===== src/rtl/bus_seq_pkg.sv =====
// Shared types and default sizing for the bus transfer sequencer.
package bus_seq_pkg;

    localparam int unsigned DEFAULT_NUM_REGS   = 4;
    localparam int unsigned DEFAULT_DATA_WIDTH = 16;

    typedef enum logic [1:0] {
        ST_IDLE    = 2'd0,
        ST_DRIVE   = 2'd1,
        ST_LATCH   = 2'd2,
        ST_RELEASE = 2'd3
    } bus_seq_state_e;

endpackage


===== src/rtl/onehot_decoder.sv =====
// Index + enable to one-hot decoder; indices beyond NUM_OUT decode to all-zero.
module onehot_decoder
    import bus_seq_pkg::*;
#(
    parameter int unsigned NUM_OUT = DEFAULT_NUM_REGS,
    parameter int unsigned IDX_W   = 2
) (
    input  logic [IDX_W-1:0]   i_idx,
    input  logic               i_en,
    output logic [NUM_OUT-1:0] o_onehot_c
);

    // Combinational decode of the selected index.
    always_comb begin
        o_onehot_c = '0;
        for (int unsigned i = 0; i < NUM_OUT; i++) begin
            if (i_en && (i_idx == IDX_W'(i))) begin
                o_onehot_c[i] = 1'b1;
            end
        end
    end

endmodule


===== src/rtl/bus_transfer_sequencer.sv =====
// Bus transfer sequencer: accepts one move command at a time and sequences
// source drive, destination capture and bus release on the shared data bus.
// Optional immediate path enabled by defining BUS_SEQ_IMM_EN; without it the
// immediate outputs are tied low and immediate commands are rejected.
module bus_transfer_sequencer
    import bus_seq_pkg::*;
#(
    parameter  int unsigned NUM_REGS   = DEFAULT_NUM_REGS,
    parameter  int unsigned DATA_WIDTH = DEFAULT_DATA_WIDTH,
    localparam int unsigned IDX_W      = $clog2(NUM_REGS)
) (
    input  logic                  register_clock,
    input  logic                  register_reset_n,
    input  logic                  cmd_valid,
    output logic                  cmd_ready,
    input  logic [IDX_W-1:0]      cmd_src,
    input  logic [IDX_W-1:0]      cmd_dst,
    input  logic                  cmd_imm_sel,
    input  logic [DATA_WIDTH-1:0] cmd_imm,
    output logic [NUM_REGS-1:0]   reg_out_en,
    output logic [NUM_REGS-1:0]   reg_in_en,
    output logic                  imm_out_en,
    output logic [DATA_WIDTH-1:0] imm_data,
    output logic                  done,
    output logic                  err,
    output logic                  busy
);

`ifdef BUS_SEQ_IMM_EN
    localparam logic LP_IMM_EN = 1'b1;
`else
    localparam logic LP_IMM_EN = 1'b0;
`endif

    localparam logic [IDX_W:0] LP_NUM_REGS = (IDX_W+1)'(NUM_REGS);

    // State and held command
    bus_seq_state_e     r_state;
    logic [IDX_W-1:0]   r_src;
    logic [IDX_W-1:0]   r_dst;
    logic               r_imm_sel;

    // Registered outputs
    logic               r_cmd_ready;
    logic               r_busy;
    logic               r_done;
    logic               r_err;
    logic [NUM_REGS-1:0] r_reg_out_en;
    logic [NUM_REGS-1:0] r_reg_in_en;

    // Next-state / next-output values
    bus_seq_state_e     w_state_nxt;
    logic               w_accept;
    logic               w_cmd_bad;
    logic [IDX_W-1:0]   w_src_nxt;
    logic [IDX_W-1:0]   w_dst_nxt;
    logic               w_imm_sel_nxt;
    logic               w_src_phase;
    logic               w_reg_drv_nxt;
    logic               w_cap_nxt;
    logic               w_cmd_ready_nxt;
    logic               w_busy_nxt;
    logic               w_done_nxt;
    logic               w_err_nxt;
    logic [NUM_REGS-1:0] w_reg_out_en_nxt;
    logic [NUM_REGS-1:0] w_reg_in_en_nxt;

    // Command validation against the register count and build options.
    always_comb begin
        w_cmd_bad = 1'b0;
        if ({1'b0, cmd_dst} >= LP_NUM_REGS) begin
            w_cmd_bad = 1'b1;
        end
        if (!cmd_imm_sel && ({1'b0, cmd_src} >= LP_NUM_REGS)) begin
            w_cmd_bad = 1'b1;
        end
        if (cmd_imm_sel && !LP_IMM_EN) begin
            w_cmd_bad = 1'b1;
        end
    end

    // Next-state and next-output logic; outputs are decoded from the next state.
    always_comb begin
        w_state_nxt = r_state;
        w_accept    = 1'b0;
        w_err_nxt   = 1'b0;
        case (r_state)
            ST_IDLE: begin
                if (cmd_valid && r_cmd_ready) begin
                    if (w_cmd_bad) begin
                        w_err_nxt = 1'b1;
                    end else begin
                        w_accept    = 1'b1;
                        w_state_nxt = ST_DRIVE;
                    end
                end
            end
            ST_DRIVE:   w_state_nxt = ST_LATCH;
            ST_LATCH:   w_state_nxt = ST_RELEASE;
            ST_RELEASE: w_state_nxt = ST_IDLE;
            default:    w_state_nxt = ST_IDLE;
        endcase

        w_src_nxt     = w_accept ? cmd_src     : r_src;
        w_dst_nxt     = w_accept ? cmd_dst     : r_dst;
        w_imm_sel_nxt = w_accept ? cmd_imm_sel : r_imm_sel;

        w_src_phase     = (w_state_nxt == ST_DRIVE) || (w_state_nxt == ST_LATCH);
        w_reg_drv_nxt   = w_src_phase && !w_imm_sel_nxt;
        // A register moved onto itself is driven but never captured.
        w_cap_nxt       = (w_state_nxt == ST_LATCH)
                          && !(!w_imm_sel_nxt && (w_src_nxt == w_dst_nxt));
        w_cmd_ready_nxt = (w_state_nxt == ST_IDLE);
        w_busy_nxt      = (w_state_nxt != ST_IDLE);
        w_done_nxt      = (w_state_nxt == ST_RELEASE);
    end

    onehot_decoder #(
        .NUM_OUT (NUM_REGS),
        .IDX_W   (IDX_W)
    ) u_src_dec (
        .i_idx      (w_src_nxt),
        .i_en       (w_reg_drv_nxt),
        .o_onehot_c (w_reg_out_en_nxt)
    );

    onehot_decoder #(
        .NUM_OUT (NUM_REGS),
        .IDX_W   (IDX_W)
    ) u_dst_dec (
        .i_idx      (w_dst_nxt),
        .i_en       (w_cap_nxt),
        .o_onehot_c (w_reg_in_en_nxt)
    );

    // State, held command and registered outputs.
    always_ff @(posedge register_clock) begin
        if (!register_reset_n) begin
            r_state      <= ST_IDLE;
            r_src        <= '0;
            r_dst        <= '0;
            r_imm_sel    <= 1'b0;
            r_cmd_ready  <= 1'b1;
            r_busy       <= 1'b0;
            r_done       <= 1'b0;
            r_err        <= 1'b0;
            r_reg_out_en <= '0;
            r_reg_in_en  <= '0;
        end else begin
            r_state      <= w_state_nxt;
            r_src        <= w_src_nxt;
            r_dst        <= w_dst_nxt;
            r_imm_sel    <= w_imm_sel_nxt;
            r_cmd_ready  <= w_cmd_ready_nxt;
            r_busy       <= w_busy_nxt;
            r_done       <= w_done_nxt;
            r_err        <= w_err_nxt;
            r_reg_out_en <= w_reg_out_en_nxt;
            r_reg_in_en  <= w_reg_in_en_nxt;
        end
    end

`ifdef BUS_SEQ_IMM_EN
    logic [DATA_WIDTH-1:0] r_imm;
    logic                  r_imm_out_en;
    logic [DATA_WIDTH-1:0] r_imm_data;
    logic [DATA_WIDTH-1:0] w_imm_nxt;
    logic                  w_imm_drv_nxt;

    assign w_imm_nxt     = w_accept ? cmd_imm : r_imm;
    assign w_imm_drv_nxt = w_src_phase && w_imm_sel_nxt;

    // Immediate holding register and registered immediate driver.
    always_ff @(posedge register_clock) begin
        if (!register_reset_n) begin
            r_imm        <= '0;
            r_imm_out_en <= 1'b0;
            r_imm_data   <= '0;
        end else begin
            r_imm        <= w_imm_nxt;
            r_imm_out_en <= w_imm_drv_nxt;
            r_imm_data   <= w_imm_drv_nxt ? w_imm_nxt : '0;
        end
    end

    assign imm_out_en = r_imm_out_en;
    assign imm_data   = r_imm_data;
`else
    logic w_unused_imm;

    assign w_unused_imm = ^cmd_imm;
    assign imm_out_en   = 1'b0;
    assign imm_data     = '0;
`endif

    assign cmd_ready  = r_cmd_ready;
    assign busy       = r_busy;
    assign done       = r_done;
    assign err        = r_err;
    assign reg_out_en = r_reg_out_en;
    assign reg_in_en  = r_reg_in_en;

endmodule


===== config.mk =====
export PLATFORM = sky130hd
export DESIGN_NAME = bus_transfer_sequencer
export DESIGN_NICKNAME = d
export VERILOG_FILES = /design/src/rtl/bus_seq_pkg.sv /design/src/rtl/onehot_decoder.sv /design/src/rtl/bus_transfer_sequencer.sv
export SDC_FILE = /design/constraint.sdc
export NUM_CORES = 1
export LEC_CHECK = 0
export ABC_AREA = 1
export BUFFER_PORTS_ARGS = -buffer_cell sky130_fd_sc_hd__buf_2
export CORE_MARGIN = 2
export CORE_UTILIZATION = 27
export CTS_BUF_LIST = sky130_fd_sc_hd__clkbuf_4 sky130_fd_sc_hd__clkbuf_8 sky130_fd_sc_hd__clkbuf_16
export DETAILED_ROUTE_END_ITERATION = 16
export SYNTH_ARGS = -nofsm -noshare
export SYNTH_HDL_FRONTEND = slang
export SYNTH_SLANG_ARGS = --single-unit

===== constraint.sdc =====
create_clock -name register_clock -period 4.1 [get_ports register_clock]
set_input_delay 0.41 -clock register_clock [delete_from_list [all_inputs] [get_ports register_clock]]
set_output_delay 0.41 -clock register_clock [all_outputs]
set_load 0.02 [all_outputs]

==> impl_summary.log <==
[metrics] parity-gate share of the synthesized area counting xor and xnor cells: 0
[metrics] Worst Reg-to-Reg Cells: 12
[metrics] end-of-flow core utilization: 0.3131
[metrics] Setup Viol. Count Final: 0
[metrics] setup slack, reg-to-reg: between 2000 and 2500 ps
[metrics] switch share: 0.3951
[metrics] TNS Setup: 0 ps
[metrics] largest family of logic cells by synthesized area: simple AND/OR/NAND/NOR gates
[metrics] Iteration-0 DRC Markers: 17
[metrics] post-synthesis mux area share: 0
[metrics] routed wire length: 1.474 mm
[metrics] R2R Path Start: r_state[0]$_SDFF_PN0_
[metrics] wire length of the first global-routing pass: 2.739 mm
[metrics] post-synthesis sequential area ratio: 0.4081
[metrics] share of post-route cells with drive strength above 1: 0.2766
[metrics] worst-skew pair later-pin latency: ~300 ps
[metrics] reported net switching power: 0.0001998 W
[metrics] post-detailed-route wirelength per cell: 7.882 um
[metrics] relative area change from synthesis to final layout: 12.08%
[metrics] data required time of the worst path: 4350 ps
[metrics] post-synthesis adder-cell area fraction: 0.05369
[metrics] Post-DP HPWL: 1.210 mm
[metrics] share of the clock period used by the worst path after layout: 0.4191
[metrics] Crit path largest cell delay: 330 ps
[metrics] antenna violations before repair: 0
[metrics] top-level port count: 53
[metrics] end point of the critical path: reg_out_en[0]$_SDFF_PN0_
[metrics] Reg power frac: 0.430
[metrics] cell at the root of the clock tree: sky130_fd_sc_hd__clkbuf_4
[metrics] max-slew violation count: 0
[metrics] maximum number of pins on one net before global-route repair: 12
[metrics] htree depth: 1
[metrics] # diodes: 0
[metrics] final hold violations: 0
[metrics] internal power: 0.0003059 W
[metrics] number of clock buffers inserted by TritonCTS: 3
[metrics] area of the mapped netlist: 932.1 sq um
[metrics] static power due to leakage: 0.5557 nW
[metrics] RSZ-0062 raised after global routing: false
[metrics] combinational power share: 0.382
[metrics] average size of a mapped cell: between 7 and 8 sq um
[metrics] Sinks on Clock Net: 19
[metrics] via density per instance: 3.679
[metrics] horizontal die dimension: 62.76 um
[metrics] Tot GR Track Use: 0.09125
[metrics] Starting Density: 0.2793
[metrics] number of cells upsized or downsized after cts: 0
[metrics] Reg clk slew, reported paths: 110 ps
[metrics] crit-path max FO: 7
[metrics] CP max stage cell: sky130_fd_sc_hd__dfxtp_1
[metrics] Critical Path Source Type: flop
[metrics] maximum count of clock buffers along a single path: 2
[metrics] area of the die: 3938 sq um
[metrics] post-synthesis instance total: 119
[metrics] total design power: 0.0005057 W
[metrics] placed instance area: 1017 sq um
[metrics] end of the worst register-to-register path: reg_out_en[0]$_SDFF_PN0_
[metrics] arrival time of the worst setup path: between 1500 and 2000 ps
[metrics] yosys synthesis warning count: 0
[metrics] commonest non-fill, non-tap cells in the layout: sky130_fd_sc_hd__nand2_1 (21), sky130_fd_sc_hd__dfxtp_1 (19), sky130_fd_sc_hd__buf_2 (19), sky130_fd_sc_hd__nor2_1 (17), sky130_fd_sc_hd__conb_1 (17)
[metrics] Critical Setup Path Class: flop to flop
[metrics] filler cell count: 369
[metrics] count of buffers from port buffering: 19
[metrics] first-pass iteration count of the detailed router: 3
[metrics] area fraction in compound gates after synthesis: 0.01477
[metrics] commonest non-fill, non-tap cell in the layout: sky130_fd_sc_hd__nand2_1
[metrics] outcome: finished clean
[metrics] Clk pwr share: 0.188
[metrics] flip-flop and latch count after synthesis: 19
[metrics] Simple-Gate Fraction of Synth Area: 0.3060
[metrics] row cnt: 21
[metrics] Remaining DRCs: 0
[metrics] vertical extent of the die: 62.76 um
[metrics] class of the tightest hold or removal check: primary input to flop
[metrics] Final Net Count: 170
[metrics] Routed Antenna Nets: 0
[metrics] worst-case clock skew: 6.990 ps
[metrics] highest ir drop seen on vdd: slightly above 0.1 mV
[metrics] Congestion Overflow GR: 0
[metrics] Final Instance Area: 1045 sq um
[metrics] Max Clk Rate: 582.0 MHz
[metrics] final-layout worst hold slack: 383.4 ps
[metrics] total via count after detailed routing: 688
[metrics] Unique masters post-synth: 18
[metrics] Worst Setup End Kind: flop
[metrics] core area: 3337 sq um
[metrics] vias in the first global route: 694
[metrics] Critical Path, Cell by Cell: inv_1, ha_1, inv_2, nor2_8, nand2_4, inv_1, nor2_1, ha_1, inv_1, nor2_1, nand2_1, nor2_1
[metrics] Post CTS Setup Buffer Count: 0
[metrics] time the worst path needs with I/O delays and setup: approximately 1700 ps
[metrics] gpl congestion: 0.7280
[metrics] clock tree from TritonCTS: yes
[metrics] max-cap violations: 0
[metrics] hold buffers post-CTS: 0
[metrics] areal power density over the cells: 484.0 nW/um^2
[metrics] Crit. Startpoint: r_state[0]$_SDFF_PN0_
[sequential cells by signal (all words and copies together), names as in the netlist]
name        count
reg_out_en      4
r_src           2
err             1
done            1
r_state         2
reg_in_en       4
r_imm_sel       1
r_dst           2
cmd_ready       1
busy            1
[synthesized netlist by cell type (all sizes together)]
master | count | area (sq um)
nand2 | 28 | 127.6
dfxtp | 19 | 380.4
nor2 | 19 | 90.09
nand3 | 6 | 40.04
inv | 19 | 71.31
o21ai | 1 | 5.000
buf | 17 | 127.6
a21oi | 1 | 8.760
nand3b | 3 | 22.52
conb | 1 | 3.750
ha | 4 | 50.05
nor3 | 1 | 5.000
[how the worst min path moves through the flow]
stage	startpoint	end	slack [ps]	cells past startpoint
2_1_floorplan	r_imm_sel$_SDFF_PN0_	r_imm_sel$_SDFF_PN0_	420	2
3_3_place_gp	r_imm_sel$_SDFF_PN0_	r_imm_sel$_SDFF_PN0_	430	2
3_5_place_dp	r_imm_sel$_SDFF_PN0_	r_imm_sel$_SDFF_PN0_	450	2
4_1_cts	register_reset_n	r_state[1]$_SDFF_PN0_	390	3
5_1_grt	cmd_imm_sel	err$_SDFF_PN0_	400	3
6_report	register_reset_n	r_state[1]$_SDFF_PN0_	380	3
[cell type report]
type                       instances  area (sq um)  share of cell area
clock buffer                       3         22.52             0.02156
multi-input combinational         80         412.9              0.3952
tap                               46         57.56             0.05509
sequential                        19         380.4              0.3641
timing repair buffer              19         95.09             0.09102
clock inverter                     1         5.005            0.004790
inverter                          19         71.32             0.06826
[critical path: cells and delay by family (launching register included)]
kind	cells	cell delay, ps
adders and majority gates	2	460
DFF	1	330
buffers and inverters	4	310
and+or+nand+nor	6	570
[power by group through the flow]
stage	Clock [W]	Sequential [W]	Combinational, W
floorplan	0	0.000242	0.000146
global placement	0	0.000221	0.000193
detailed placement	0	0.000222	0.000196
CTS	0.0000987	0.000218	0.000197
global route	0.000108	0.000220	0.000225
finish	0.0000953	0.000217	0.000193
[metal layers]
layer / vias up / track usage / wire, um
met5: - / 0 / 0
met4: 0 / 0.06667 / 57
met3: 5 / 0.02703 / 86
met2: 22 / 0.1519 / 704
met1: 299 / 0.09789 / 626
li1: 362 / - / -
[cell families (layout without fill, tap and decap cells)]
kind of cell,Yosys count,after routing
other cells,1,17
buf+inv,36,42
simple gates,57,57
fa+ha+maj,4,4
flops,19,19
compound gates,2,2
[per-stage QoR]
stage               setup slack (ps)  std cells
global route                    2156        187
CTS                             2362        187
detailed placement              2389        183
finish                          2382        187
floorplan                       2542        135
global placement                2391        183
(Power assumes the default switching activity.)
